### src/rtl/mvm4_part3.sv
// Streaming signed matrix-vector multiplier y = A*x.
// Operands are double buffered: the load bank fills while the compute bank
// feeds N multipliers one row per cycle, followed by a registered adder.
module mvm4_part3 #(
  parameter int MAT_SCALE    = 4,
  parameter int INPUT_WIDTH  = 8,
  parameter int OUTPUT_WIDTH = 16
) (
  input  logic                           clk,
  input  logic                           reset,
  input  logic                           start,
  output logic                           done,
  input  logic signed [INPUT_WIDTH-1:0]  data_in,
  output logic signed [OUTPUT_WIDTH-1:0] data_out
);

  localparam int N     = MAT_SCALE;
  localparam int NA    = N * N;
  localparam int TOTAL = NA + N;
  localparam int WCW   = $clog2(TOTAL);
  localparam int OCW   = $clog2(N + 1);
  localparam int RW    = (N > 1) ? $clog2(N) : 1;

  typedef enum logic [0:0] {L_IDLE = 1'b0, L_LOAD = 1'b1} load_state_t;
  typedef enum logic [1:0] {O_IDLE = 2'b00, O_ARM = 2'b01, O_RUN = 2'b10} out_state_t;

  load_state_t r_lstate, w_lstate_nxt;
  logic [WCW-1:0] r_wcnt, w_wcnt_nxt;
  logic w_final;

  out_state_t r_ostate, w_ostate_nxt;
  logic [OCW-1:0] r_ocnt, w_ocnt_nxt;
  logic [RW-1:0] w_row;
  logic w_prod_en;
  logic w_out_en;
  logic w_done_nxt;

  // Load bank holds every word except the last, which goes straight to the compute bank.
  logic signed [INPUT_WIDTH-1:0]  r_ld   [TOTAL-1];
  logic signed [INPUT_WIDTH-1:0]  r_ca   [N][N];
  logic signed [INPUT_WIDTH-1:0]  r_cx   [N];
  logic signed [OUTPUT_WIDTH-1:0] r_prod [N];
  logic signed [OUTPUT_WIDTH-1:0] w_prod [N];
  logic signed [OUTPUT_WIDTH-1:0] w_sum;

  // Signed product, sign-extended (or wrapped) to the accumulator width.
  function automatic logic signed [OUTPUT_WIDTH-1:0] mul_ext(
    input logic signed [INPUT_WIDTH-1:0] a,
    input logic signed [INPUT_WIDTH-1:0] b
  );
    logic signed [2*INPUT_WIDTH-1:0] p;
    p = (2*INPUT_WIDTH)'(a) * (2*INPUT_WIDTH)'(b);
    return OUTPUT_WIDTH'(p);
  endfunction

  assign w_final = (r_lstate == L_LOAD) && (r_wcnt == WCW'(TOTAL - 1));

  // Load FSM next state: start is honoured in IDLE or alongside the final word.
  always_comb begin
    w_lstate_nxt = r_lstate;
    w_wcnt_nxt   = r_wcnt;
    case (r_lstate)
      L_IDLE: begin
        w_wcnt_nxt = '0;
        if (start) begin
          w_lstate_nxt = L_LOAD;
        end else begin
          w_lstate_nxt = L_IDLE;
        end
      end
      L_LOAD: begin
        if (w_final) begin
          w_wcnt_nxt = '0;
          if (start) begin
            w_lstate_nxt = L_LOAD;
          end else begin
            w_lstate_nxt = L_IDLE;
          end
        end else begin
          w_wcnt_nxt = r_wcnt + WCW'(1);
        end
      end
      default: begin
        w_lstate_nxt = L_IDLE;
        w_wcnt_nxt   = '0;
      end
    endcase
  end

  // Load FSM state register.
  always_ff @(posedge clk) begin
    if (reset) begin
      r_lstate <= L_IDLE;
      r_wcnt   <= '0;
    end else begin
      r_lstate <= w_lstate_nxt;
      r_wcnt   <= w_wcnt_nxt;
    end
  end

  // Capture operand words into the load bank.
  always_ff @(posedge clk) begin
    if (reset) begin
      for (int i = 0; i < TOTAL - 1; i++) r_ld[i] <= '0;
    end else if ((r_lstate == L_LOAD) && !w_final) begin
      r_ld[r_wcnt] <= data_in;
    end
  end

  // Hand the complete problem to the compute bank on the final word.
  always_ff @(posedge clk) begin
    if (reset) begin
      for (int r = 0; r < N; r++) begin
        for (int c = 0; c < N; c++) r_ca[r][c] <= '0;
        r_cx[r] <= '0;
      end
    end else if (w_final) begin
      for (int r = 0; r < N; r++) begin
        for (int c = 0; c < N; c++) r_ca[r][c] <= r_ld[r*N + c];
      end
      for (int k = 0; k < N - 1; k++) r_cx[k] <= r_ld[NA + k];
      r_cx[N-1] <= data_in;
    end
  end

  // Output FSM next state: ARM spends one cycle, RUN walks rows then drains the adder.
  always_comb begin
    w_ostate_nxt = r_ostate;
    w_ocnt_nxt   = r_ocnt;
    if (w_final) begin
      w_ostate_nxt = O_ARM;
      w_ocnt_nxt   = '0;
    end else begin
      case (r_ostate)
        O_IDLE: begin
          w_ostate_nxt = O_IDLE;
          w_ocnt_nxt   = '0;
        end
        O_ARM: begin
          w_ostate_nxt = O_RUN;
          w_ocnt_nxt   = '0;
        end
        O_RUN: begin
          if (r_ocnt == OCW'(N)) begin
            w_ostate_nxt = O_IDLE;
            w_ocnt_nxt   = '0;
          end else begin
            w_ocnt_nxt = r_ocnt + OCW'(1);
          end
        end
        default: begin
          w_ostate_nxt = O_IDLE;
          w_ocnt_nxt   = '0;
        end
      endcase
    end
  end

  // Output FSM state register.
  always_ff @(posedge clk) begin
    if (reset) begin
      r_ostate <= O_IDLE;
      r_ocnt   <= '0;
    end else begin
      r_ostate <= w_ostate_nxt;
      r_ocnt   <= w_ocnt_nxt;
    end
  end

  // Pipeline controls: row c is multiplied at RUN step c and summed at step c+1.
  always_comb begin
    w_prod_en  = (r_ostate == O_RUN) && (r_ocnt < OCW'(N));
    w_out_en   = (r_ostate == O_RUN) && (r_ocnt != '0);
    w_done_nxt = (r_ostate == O_RUN) && (r_ocnt == '0);
    if (w_prod_en) begin
      w_row = RW'(r_ocnt);
    end else begin
      w_row = '0;
    end
  end

  // Row products and the modulo-2^OUTPUT_WIDTH adder tree.
  always_comb begin
    for (int k = 0; k < N; k++) w_prod[k] = mul_ext(r_ca[w_row][k], r_cx[k]);
    w_sum = '0;
    for (int k = 0; k < N; k++) w_sum = w_sum + r_prod[k];
  end

  // Registered products, done pulse and result word.
  always_ff @(posedge clk) begin
    if (reset) begin
      for (int k = 0; k < N; k++) r_prod[k] <= '0;
      done     <= 1'b0;
      data_out <= '0;
    end else begin
      done <= w_done_nxt;
      if (w_prod_en) begin
        for (int k = 0; k < N; k++) r_prod[k] <= w_prod[k];
      end
      if (w_out_en) begin
        data_out <= w_sum;
      end
    end
  end

endmodule

### config.mk
export PLATFORM = sky130hd
export DESIGN_NAME = mvm4_part3
export DESIGN_NICKNAME = d
export VERILOG_FILES = /design/src/rtl/mvm4_part3.sv
export SDC_FILE = /design/constraint.sdc
export NUM_CORES = 1
export LEC_CHECK = 0
export ABC_AREA = 1
export CELL_PAD_IN_SITES_DETAIL_PLACEMENT = 1
export CELL_PAD_IN_SITES_GLOBAL_PLACEMENT = 2
export CORE_ASPECT_RATIO = 1.5
export CORE_MARGIN = 1
export CORE_UTILIZATION = 45
export CTS_CLUSTER_SIZE = 24
export DETAILED_ROUTE_END_ITERATION = 12
export GPL_TIMING_DRIVEN = 1
export PLACE_DENSITY_LB_ADDON = 0.05
export SKIP_LAST_GASP = 1
export SYNTH_ARGS = -nofsm -noshare
export SYNTH_HDL_FRONTEND = slang
export SYNTH_SLANG_ARGS = --single-unit
### constraint.sdc
create_clock -name clk -period 13.9 [get_ports clk]
set_clock_uncertainty 0.2 [all_clocks]
set_input_delay 2.78 -clock clk [delete_from_list [all_inputs] [get_ports clk]]
set_output_delay 2.78 -clock clk [all_outputs]
set_load 0.01 [all_outputs]
==> results summary <==
Final hold analysis gives a worst-case slack of 0.255 ns. The aggregate negative setup slack is 0 ns. Of the post-synthesis cell area, the dominant cell type holds 40.0%. The worst setup path is of the flip-flop to flip-flop kind. The setup-violating endpoint count in the final report is 0. The net total in the final layout is 3439. The synthesized netlist contains 38 unique library cells.

The total routing usage reported by global routing is 23.9%. The biggest fanout along the worst timing path came out at 33. The cell count after synthesis came out at 3018. At the pin with the least slew margin, the transition time is 1.12 ns.

The number of H-tree levels is 2. The maximum operating frequency is 0.155 GHz. Once placement completed, the tool counted placed cells totaling 3783. The first global-routing pass estimated 114000 um of wire. The die boundary height came out at 306 um. The total leakage power came out at 13.7 nW. The TritonCTS clock tree is built. The number of nets produced by synthesis came out at 3413. The routed wirelength normalized by instance count came out at 18.6 um. The floorplan step defined a die boundary enclosing 0.0625 mm2. The detailed router's first-iteration violation count came out at 849. The layout has 6966 filler cells. Row generation in the floorplan step produced 110 rows. After clock tree synthesis, the clock-pin slew on the worst setup and hold paths is 0.08 ns. STA puts the critical path data required time at 14.07 ns. The starting density of the core came out at 45.8%. The worst ir drop on vdd is 0.000104 V. Counting every sink on the clock net gives 404. The kind of end point of the critical path is a flip-flop. The number of diodes is 0. The die extent in x came out at 204 um. The placer congestion estimate came out at 0.849. The final period demand of the worst path came out at 6.43 ns. In the final layout, the multi-input gates occupy 0.0131 mm2. The sequential standard cell area came out at 0.0118 mm2. Measured against its own limit, the worst slew margin works out to 25.2%. The final core area utilization came out at 49.8%.

The nature of the critical path startpoint is a flip-flop. Clock latency on the worst-skew pair, taken at its later pin, is 0.61 ns. The biggest area contributor in the post-synthesis netlist is sky130_fd_sc_hd__edfxtp_1.

The final hold violation count is 0. The proportion of register bits with asynchronous set or reset after synthesis came out at 0%. The maximum buffer depth of the clock tree came out at 3. The area of the placeable core is 0.0604 mm2. The initial antenna violation count came out at 0.

The aggregate global routing overflow is 0. Input and output buffers added on the ports amount to 27. Once detailed placement completed, the half-perimeter wirelength came to 56500 um. The number of non-filler instances in the completed layout came out at 3859. The power density over cell area is 102 mW/mm2. The run finished with clean final reports. The post-synthesis instance area is 0.0276 mm2. The first detailed-routing pass ran for 5 iterations. The count of flip-flops with a built-in enable after synthesis came out at 368. After detailed routing, the total wire length is 71800 um. The number of clock buffers added by TritonCTS is 43. Dividing the detail-routed via count by the number of cells gives 4.95.

Cells with a size suffix above 1 make up 4.07% of the layout. Relative to the synthesized area, the layout overhead comes to 8.84%. The portion of the post-synthesis area used by sequential elements came out at 42.6%. The number of global-route vias before repair is 21200.

The signal arrival time at the worst endpoint is 6.61 ns. After clock tree synthesis, the flow added hold-fix buffers numbering 0. The min-delay analysis places its worst path in the category flip-flop to flip-flop. The number of gates resized after cts is 0. The total of warnings raised by yosys is 0. The boundary pin count came out at 28. Setup repair after global routing left no endpoint under its margin. The maximum number of pins on one net before global-route repair is 107.

A synthesized cell averages 9.16 um2. The clock tree root driver cell is sky130_fd_sc_hd__clkbuf_16. The final total power came out at 3.08 mW. The number of nets with antenna violations after routing is 0. The buffers inserted during post-CTS setup optimization is 0. Sorting the synthesized cells by area gives the leading types as sky130_fd_sc_hd__edfxtp_1, sky130_fd_sc_hd__fa_1, sky130_fd_sc_hd__inv_1. The final-report max-slew violation count is 0. In the routed design, unresolved DRC markers number 0.

The number of maximum-capacitance violations came out at 0. Summing over every cut layer, the via total after detailed routing is 19100. For this run, the leading register cell type out of synthesis is sky130_fd_sc_hd__edfxtp_1.

The part of the cycle the worst path needs came out at 46.3%. The number of flip-flops and latches in the synthesized netlist came out at 404.
==> metrics by stage <==
stage	area (um2)	setup slack, ns
after CTS	30100	7.38
after detailed placement	28800	7.20
after global routing	30100	7.01
final	30100	7.47
after global placement	28800	7.30
after floorplan	27600	6.42
==> layer usage <==
metal	global-route usage (%)	routed length (um)	up-vias
met5	0	0	-
met4	7.32	2100	0
met3	2.39	1430	108
met2	45.2	38600	200
met1	27.8	29600	9523
li1	-	-	9261
==> cells in the mapped netlist, types with 16 or more instances <==
| library cell | instances |
|---|---|
| sky130_fd_sc_hd__a21oi_1 | 72 |
| sky130_fd_sc_hd__buf_2 | 28 |
| sky130_fd_sc_hd__nor2_1 | 634 |
| sky130_fd_sc_hd__nand2_1 | 477 |
| sky130_fd_sc_hd__nand2_2 | 16 |
| sky130_fd_sc_hd__clkbuf_1 | 26 |
| sky130_fd_sc_hd__nand3_1 | 128 |
| sky130_fd_sc_hd__edfxtp_1 | 368 |
| sky130_fd_sc_hd__fa_1 | 250 |
| sky130_fd_sc_hd__dfxtp_1 | 36 |
| sky130_fd_sc_hd__inv_1 | 684 |
| sky130_fd_sc_hd__ha_1 | 134 |
| sky130_fd_sc_hd__o21ai_0 | 59 |
==> worst paths after layout <==
path,start,endpoint,slack [ns],cells past startpoint
worst min register to register,r_ostate[1]$_SDFFE_PP0P_,r_ostate[1]$_SDFFE_PP0P_,0.26,1
worst max-delay path,r_ostate[0]$_SDFFE_PP0P_,r_prod[3][15]$_SDFFCE_PN0P_,7.47,27
worst max register to register,r_ostate[0]$_SDFFE_PP0P_,r_prod[3][15]$_SDFFCE_PN0P_,7.47,27
worst min-delay path,r_ostate[1]$_SDFFE_PP0P_,r_ostate[1]$_SDFFE_PP0P_,0.26,1
==> sequential cells by signal (all words and copies together), names as in the netlist <==
| register | count |
|---|---|
| r_ld | 152 |
| r_prod | 64 |
| done | 1 |
| r_lstate | 1 |
| r_wcnt | 5 |
| r_ca | 128 |
| r_ostate | 2 |
| data_out | 16 |
| r_cx | 32 |
| r_ocnt | 3 |
==> layout make-up <==
cell class                 count  share of cell area [%]
clock buffer                  54                    3.71
timing repair buffer          38                    1.17
clock inverter                22                   0.732
multi-input combinational   1867                    43.4
inverter                     690                    8.62
sequential                   404                    39.1
tap                          784                    3.26
==> report_power, final <==
part	total, mW	leakage (nW)	switching (mW)	internal [mW]
logic	0.579	8.99	0.387	0.192
registers	1.38	4.10	0.0199	1.36
clock network	1.12	0.647	0.505	0.616
==> logic make-up after synthesis <==
logic type	Yosys count	synth area share, %
AOI/OAI and AO/OA	153	2.95
xor gates and xnor gates	21	0.665
adders and majority gates	384	24.2
buffers and inverters	747	10.3
DFF	404	42.6
and+or+nand+nor	1309	19.4
==> worst max-delay path, cell delays in order, from the launching register on <==
cell	delay [ns]
sky130_fd_sc_hd__dfxtp_1	0.30
sky130_fd_sc_hd__inv_1	0.06
sky130_fd_sc_hd__nand2_1	0.09
sky130_fd_sc_hd__nor2_1	0.16
sky130_fd_sc_hd__inv_1	0.13
sky130_fd_sc_hd__nor2_2	0.11
sky130_fd_sc_hd__buf_4	0.35
sky130_fd_sc_hd__inv_1	0.24
sky130_fd_sc_hd__buf_4	0.28
sky130_fd_sc_hd__nand3_1	0.16
sky130_fd_sc_hd__nand2_1	0.22
sky130_fd_sc_hd__nor2_1	0.26
sky130_fd_sc_hd__inv_1	0.13
sky130_fd_sc_hd__fa_1	0.70
sky130_fd_sc_hd__inv_1	0.10
sky130_fd_sc_hd__fa_1	0.52
sky130_fd_sc_hd__inv_1	0.05
sky130_fd_sc_hd__fa_1	0.50
sky130_fd_sc_hd__inv_1	0.06
sky130_fd_sc_hd__fa_1	0.45
sky130_fd_sc_hd__ha_1	0.34
sky130_fd_sc_hd__a21oi_1	0.15
sky130_fd_sc_hd__a21boi_0	0.21
sky130_fd_sc_hd__nand2_1	0.07
sky130_fd_sc_hd__nor2_1	0.13
sky130_fd_sc_hd__nand3_1	0.09
sky130_fd_sc_hd__nand2_1	0.07
sky130_fd_sc_hd__nor2_1	0.04
==> cell usage in the layout, fill, tap and decap left out, types with 10 or more instances in the layout <==
| master | netlist | routed |
|---|---|---|
| sky130_fd_sc_hd__inv_1 | 684 | 684 |
| sky130_fd_sc_hd__nor2_1 | 634 | 633 |
| sky130_fd_sc_hd__nand2_1 | 477 | 474 |
| sky130_fd_sc_hd__edfxtp_1 | 368 | 368 |
| sky130_fd_sc_hd__fa_1 | 250 | 250 |
| sky130_fd_sc_hd__ha_1 | 134 | 134 |
| sky130_fd_sc_hd__nand3_1 | 128 | 128 |
| sky130_fd_sc_hd__a21oi_1 | 72 | 71 |
| sky130_fd_sc_hd__o21ai_0 | 59 | 58 |
| sky130_fd_sc_hd__clkbuf_16 | 0 | 43 |
| sky130_fd_sc_hd__dfxtp_1 | 36 | 36 |
| sky130_fd_sc_hd__clkdlybuf4s50_1 | 0 | 27 |
| sky130_fd_sc_hd__nand2_2 | 16 | 18 |
| sky130_fd_sc_hd__nor3_1 | 12 | 12 |
| sky130_fd_sc_hd__xnor2_1 | 11 | 11 |
| sky130_fd_sc_hd__clkbuf_1 | 26 | 11 |
| sky130_fd_sc_hd__buf_4 | 0 | 11 |
| sky130_fd_sc_hd__nand2_4 | 9 | 10 |
| sky130_fd_sc_hd__xor2_1 | 10 | 10 |
Power figures use the tool's default switching activity.
